===== config.mk =====
export PLATFORM = sky130hd
export DESIGN_NAME = sync_fifo
export DESIGN_NICKNAME = d
export VERILOG_FILES = /design/src/rtl/fifo_pkg.sv /design/src/rtl/fifo_mem.sv /design/src/rtl/sync_fifo.sv
export SDC_FILE = /design/constraint.sdc
export NUM_CORES = 1
export LEC_CHECK = 0
export BUFFER_PORTS_ARGS = -buffer_cell sky130_fd_sc_hd__buf_4
export CAP_MARGIN = 5
export CORE_MARGIN = 3
export CORE_UTILIZATION = 53
export DETAILED_ROUTE_END_ITERATION = 8
export GPL_ROUTABILITY_DRIVEN = 0
export PLACE_DENSITY = 0.71
export SLEW_MARGIN = 25
export SYNTH_ARGS = -nofsm -noshare
export SYNTH_HDL_FRONTEND = slang
export SYNTH_SLANG_ARGS = --single-unit

===== constraint.sdc =====
create_clock -name clk -period 2.7 [get_ports clk]
set_input_delay 0.27 -clock clk [delete_from_list [all_inputs] [get_ports clk]]
set_output_delay 0.27 -clock clk [all_outputs]
set_load 0.02 [all_outputs]

===== src/rtl/fifo_pkg.sv =====
// Shared defaults and elaboration-time helpers for the synchronous FIFO family.
package fifo_pkg;

  localparam int DEF_DATA_WIDTH = 12;
  localparam int DEF_ADDR_WIDTH = 3;

  // Thresholds must fall inside the reachable occupancy range to be meaningful.
  function automatic bit thresh_legal(input int af, input int ae, input int depth);
    return (af >= 1) && (af <= depth) && (ae >= 0) && (ae <= depth - 1);
  endfunction

endpackage


===== src/rtl/fifo_mem.sv =====
// Dual-port storage: one write port and one registered read port.
module fifo_mem
  import fifo_pkg::*;
#(
  parameter int DATA_WIDTH = DEF_DATA_WIDTH,
  parameter int ADDR_WIDTH = DEF_ADDR_WIDTH
) (
  input  logic                  clk,
  input  logic                  reset,
  input  logic                  we_i,
  input  logic [ADDR_WIDTH-1:0] waddr_i,
  input  logic [DATA_WIDTH-1:0] wdata_i,
  input  logic                  re_i,
  input  logic [ADDR_WIDTH-1:0] raddr_i,
  output logic [DATA_WIDTH-1:0] rdata_o
);

  localparam int DEPTH = 2 ** ADDR_WIDTH;

  logic [DATA_WIDTH-1:0] mem_q [DEPTH];
  logic [DATA_WIDTH-1:0] rdata_q;

  // Storage array write port; contents deliberately survive reset.
  always_ff @(posedge clk) begin
    if (we_i) begin
      mem_q[waddr_i] <= wdata_i;
    end
  end

  // Registered read port; holds its last value when no read is issued.
  always_ff @(posedge clk) begin
    if (reset) begin
      rdata_q <= {DATA_WIDTH{1'b0}};
    end else if (re_i) begin
      rdata_q <= mem_q[raddr_i];
    end
  end

  assign rdata_o = rdata_q;

endmodule


===== src/rtl/sync_fifo.sv =====
// Single-clock FIFO: pointers, occupancy counter, flag decode and sticky errors
// around a fifo_mem storage array.
module sync_fifo
  import fifo_pkg::*;
#(
  parameter int DATA_WIDTH = DEF_DATA_WIDTH,
  parameter int ADDR_WIDTH = DEF_ADDR_WIDTH,
  parameter int AF_THRESH  = 6,
  parameter int AE_THRESH  = 2
) (
  input  logic                  clk,
  input  logic                  reset,
  input  logic [DATA_WIDTH-1:0] Fifo_Data_in,
  input  logic                  write_enable,
  input  logic                  read_enable,
  output logic [DATA_WIDTH-1:0] Fifo_Data_out,
  output logic                  data_valid,
  output logic                  full,
  output logic                  empty,
  output logic                  almost_full,
  output logic                  almost_empty,
  output logic [ADDR_WIDTH:0]   count,
  output logic                  error_overflow,
  output logic                  error_underflow
);

  localparam int DEPTH = 2 ** ADDR_WIDTH;
  localparam logic [ADDR_WIDTH:0] DEPTH_CNT = {1'b1, {ADDR_WIDTH{1'b0}}};
  localparam logic [ADDR_WIDTH:0] AF_CNT    = AF_THRESH[ADDR_WIDTH:0];
  localparam logic [ADDR_WIDTH:0] AE_CNT    = AE_THRESH[ADDR_WIDTH:0];

  generate
    if (!thresh_legal(AF_THRESH, AE_THRESH, DEPTH)) begin : g_bad_thresh
      $error("sync_fifo: AF_THRESH/AE_THRESH outside legal range");
    end
  endgenerate

  logic [ADDR_WIDTH-1:0] wr_ptr_q, wr_ptr_d;
  logic [ADDR_WIDTH-1:0] rd_ptr_q, rd_ptr_d;
  logic [ADDR_WIDTH:0]   count_q, count_d;
  logic                  ovf_q, ovf_d;
  logic                  unf_q, unf_d;
  logic                  valid_q;
  logic                  pop_ok_s, push_ok_s;
  logic                  full_s, empty_s;

  assign full_s  = (count_q == DEPTH_CNT);
  assign empty_s = (count_q == {(ADDR_WIDTH+1){1'b0}});

  // A push into a full FIFO is legal only when a pop frees a slot on the same edge.
  always_comb begin
    pop_ok_s  = read_enable && !empty_s;
    push_ok_s = write_enable && (!full_s || pop_ok_s);
    wr_ptr_d  = wr_ptr_q;
    rd_ptr_d  = rd_ptr_q;
    count_d   = count_q;
    ovf_d     = ovf_q;
    unf_d     = unf_q;
    if (push_ok_s) begin
      wr_ptr_d = wr_ptr_q + ADDR_WIDTH'(1);
    end else begin
      wr_ptr_d = wr_ptr_q;
    end
    if (pop_ok_s) begin
      rd_ptr_d = rd_ptr_q + ADDR_WIDTH'(1);
    end else begin
      rd_ptr_d = rd_ptr_q;
    end
    case ({push_ok_s, pop_ok_s})
      2'b10:   count_d = count_q + {{ADDR_WIDTH{1'b0}}, 1'b1};
      2'b01:   count_d = count_q - {{ADDR_WIDTH{1'b0}}, 1'b1};
      default: count_d = count_q;
    endcase
    if (write_enable && !push_ok_s) begin
      ovf_d = 1'b1;
    end else begin
      ovf_d = ovf_q;
    end
    if (read_enable && !pop_ok_s) begin
      unf_d = 1'b1;
    end else begin
      unf_d = unf_q;
    end
  end

  // Control state; reset wins over any request on the same edge.
  always_ff @(posedge clk) begin
    if (reset) begin
      wr_ptr_q <= {ADDR_WIDTH{1'b0}};
      rd_ptr_q <= {ADDR_WIDTH{1'b0}};
      count_q  <= {(ADDR_WIDTH+1){1'b0}};
      ovf_q    <= 1'b0;
      unf_q    <= 1'b0;
      valid_q  <= 1'b0;
    end else begin
      wr_ptr_q <= wr_ptr_d;
      rd_ptr_q <= rd_ptr_d;
      count_q  <= count_d;
      ovf_q    <= ovf_d;
      unf_q    <= unf_d;
      valid_q  <= pop_ok_s;
    end
  end

  fifo_mem #(
    .DATA_WIDTH(DATA_WIDTH),
    .ADDR_WIDTH(ADDR_WIDTH)
  ) u_mem (
    .clk     (clk),
    .reset   (reset),
    .we_i    (push_ok_s),
    .waddr_i (wr_ptr_q),
    .wdata_i (Fifo_Data_in),
    .re_i    (pop_ok_s),
    .raddr_i (rd_ptr_q),
    .rdata_o (Fifo_Data_out)
  );

  assign data_valid      = valid_q;
  assign full            = full_s;
  assign empty           = empty_s;
  assign almost_full     = (count_q >= AF_CNT);
  assign almost_empty    = (count_q <= AE_CNT);
  assign count           = count_q;
  assign error_overflow  = ovf_q;
  assign error_underflow = unf_q;

endmodule


==> impl_metrics.env <==
export IMPL_outcome="complete, no violations"
export IMPL_n_antenna_cell=0
export IMPL_coreArea_mm2=0.00838
export IMPL_grt_pass1_wl_um=14000
export IMPL_holdWs_ps=38.0
export IMPL_cts_resized=0
export IMPL_numCtsBuffers=17
export IMPL_die_area_mm2=0.00998
export IMPL_slew_violations=0
export IMPL_num_io_pins=39
export IMPL_leakage_nw=2.05
export IMPL_path_cells="or4b_4 > o21ai_4 > ha_4 > xor2_1 > ha_2 > a21oi_1 > xor2_1 > or3_4 > a21oi_1"
export IMPL_die_x_um=99.9
export IMPL_grt_pass1_vias=2567
export IMPL_worstPathMaxFanout=11
export IMPL_grt_max_degree=27
export IMPL_ant_nets=0
export IMPL_place_inst=404
export IMPL_ir_worst_vdd_uv=551
export IMPL_place_area_mm2=0.00516
export IMPL_cp_arrival_ps=2910
export IMPL_antenna_found_initial=0
export IMPL_slowest_stage="or4b_4"
export IMPL_cts_path_max_buffers=2
export IMPL_power_density_mw_per_mm2=1000
export IMPL_cts_sink_count=121
export IMPL_numPortBuffers=38
export IMPL_critical_path_required_ps=3130
export IMPL_fin_crit_sh=0.916
export IMPL_crit_path_max_incr_delay_ps=590
export IMPL_drtIter0Drc=154
export IMPL_cts_hold_buffers=12
export IMPL_hp_class="in2reg"
export IMPL_row_count=33
export IMPL_wl_um=8790
export IMPL_synth_cell_types=34
export IMPL_setup_viol=0
export IMPL_max_freq_mhz=404
export IMPL_final_cells=448
export IMPL_grt_remaining_overflow=0
export IMPL_multi_input_area_mm2=0.00124
export IMPL_synth_edff_count=96
export IMPL_fin_util=0.695
export IMPL_synth_nets=284
export IMPL_die_h_um=99.9
export IMPL_start_util=0.558
export IMPL_root_buffer="clkbuf_8"
export IMPL_slew_headroom=0.614
export IMPL_yosys_warnings=0
export IMPL_grt_total_usage=0.195
export IMPL_cap_violations=0
export IMPL_cts_tree="built"
export IMPL_hpwl_um=4860
export IMPL_layout_commonest_cell="edfxtp_1"
export IMPL_fillerInstances=537
export IMPL_worst_pin_slew_ps=578
export IMPL_worstSetupEndpointType="flop"
export IMPL_skew_ps=10.6
export IMPL_cts_max_level=4
export IMPL_ys_seq_elements=121
export IMPL_clkLatencyLatePin_ps=510
export IMPL_drive_gt1_frac=0.367
export IMPL_drcViolationCount=0
export IMPL_layout_nets=351
export IMPL_first_pass_iters=4
export IMPL_seq_area_frac_synth=0.724
export IMPL_clk_pin_slew_ps=60
export IMPL_seqCellArea_mm2=0.00339
export IMPL_dr_total_vias=2499
export IMPL_viasPerCell=5.58
export IMPL_worstSetupPathType="reg2reg"
export IMPL_fin_area_mm2=0.00583
export IMPL_syn_area_mm2=0.00467
export IMPL_wl_per_cell_um=19.6
export IMPL_areaGrowthSynthToFinish_pct=24.7
export IMPL_post_cts_buffers=0
export IMPL_postSynthCellCount=263
export IMPL_dominantRegCellSynth="edfxtp_1"
export IMPL_rsz0062_at_grt="false"
export IMPL_ys_async_sr_fraction=0
export IMPL_finalHoldViolCount=0
export IMPL_finalSetupTns_ps=0
export IMPL_syn_area_per_cell_um2=17.8
export IMPL_fin_crit_ps=2470
export IMPL_final_cell_mix="edfxtp_1 (96), buf_4 (52), nor2_1 (27)"
export IMPL_cp_start_kind="flop"
[registers in the layout, summed over array words and instances (netlist names)]
register	cells
wr_ptr_q	3
u_mem.rdata_o	12
count	4
u_mem.mem_q	96
error_overflow	1
rd_ptr_q	3
data_valid	1
error_underflow	1
[layout make-up]
cell class | count | share of cell area
multi-input cells | 125 | 0.213
flip-flops and latches | 121 | 0.582
inverters | 1 | 0.000644
repair buffers | 64 | 0.0876
well taps | 105 | 0.0226
clock inverters | 14 | 0.0217
clock buffers | 18 | 0.0717
[worst paths after layout]
kind                                              startpoint  cells past startpoint                            to  slack (ps)
worst max-delay path                   count[1]$_SDFFE_PP0P_                      9         count[2]$_SDFFE_PP0P_         230
worst min-delay path                            write_enable                      3   error_overflow$_SDFFE_PP0P_          40
worst max register to register         count[1]$_SDFFE_PP0P_                      9         count[2]$_SDFFE_PP0P_         230
worst min register to register  error_underflow$_SDFFE_PP0P_                      2  error_underflow$_SDFFE_PP0P_         470
[layer usage]
layer	vias to the layer above	share of wire	wire length (µm)	track usage
met5	-	0	0	0
met4	0	0.0099	87	0.0798
met3	11	0.043	377	0.0605
met2	72	0.52	4600	0.324
met1	1241	0.42	3730	0.240
li1	1175	-	-	-
[kinds of logic after synthesis]
kind of cell / after synthesis / synth area share
AOI/OAI and AO/OA: 26 / 0.0383
xor gates and xnor gates: 7 / 0.0131
adders and majority gates: 5 / 0.0134
buffers and inverters: 17 / 0.0254
DFF: 121 / 0.724
muxes: 28 / 0.124
and+or+nand+nor: 59 / 0.0613
[stage by stage]
step	total power, mW	setup slack, ps
after floorplan	3.37	23.4
after global placement	3.80	284
after detailed placement	3.83	240
after CTS	5.89	218
after global routing	6.11	115
final	5.84	226
[critical path: cells and delay by family, from the launching register on]
family / cells / cell delay [ps]
AO/OA/AOI/OAI: 3 / 390
XOR/XNOR: 2 / 320
adder cells (fa/ha/maj): 2 / 380
flip-flops: 1 / 380
AND/OR/NAND/NOR: 2 / 910
[report_power, final]
| group | internal, mW | switching, mW |
|---|---|---|
| clock | 1.22 | 0.818 |
| combinational | 0.686 | 0.775 |
| sequential | 2.22 | 0.116 |
[Yosys cell counts, types with 3 or more instances]
master / instances / area share
ha_1: 5 / 0.013
o22ai_1: 12 / 0.016
a21oi_1: 5 / 0.0054
nand2b_1: 3 / 0.0040
nor2b_1: 4 / 0.0054
nand2_1: 3 / 0.0024
clkbuf_1: 4 / 0.0032
nor2_1: 27 / 0.022
mux2i_1: 3 / 0.0064
buf_6: 3 / 0.0072
mux4_2: 24 / 0.12
edfxtp_1: 96 / 0.62
nor3_1: 16 / 0.017
buf_2: 4 / 0.0043
xor2_1: 6 / 0.011
dfxtp_1: 25 / 0.11
(Power assumes the default switching activity.)
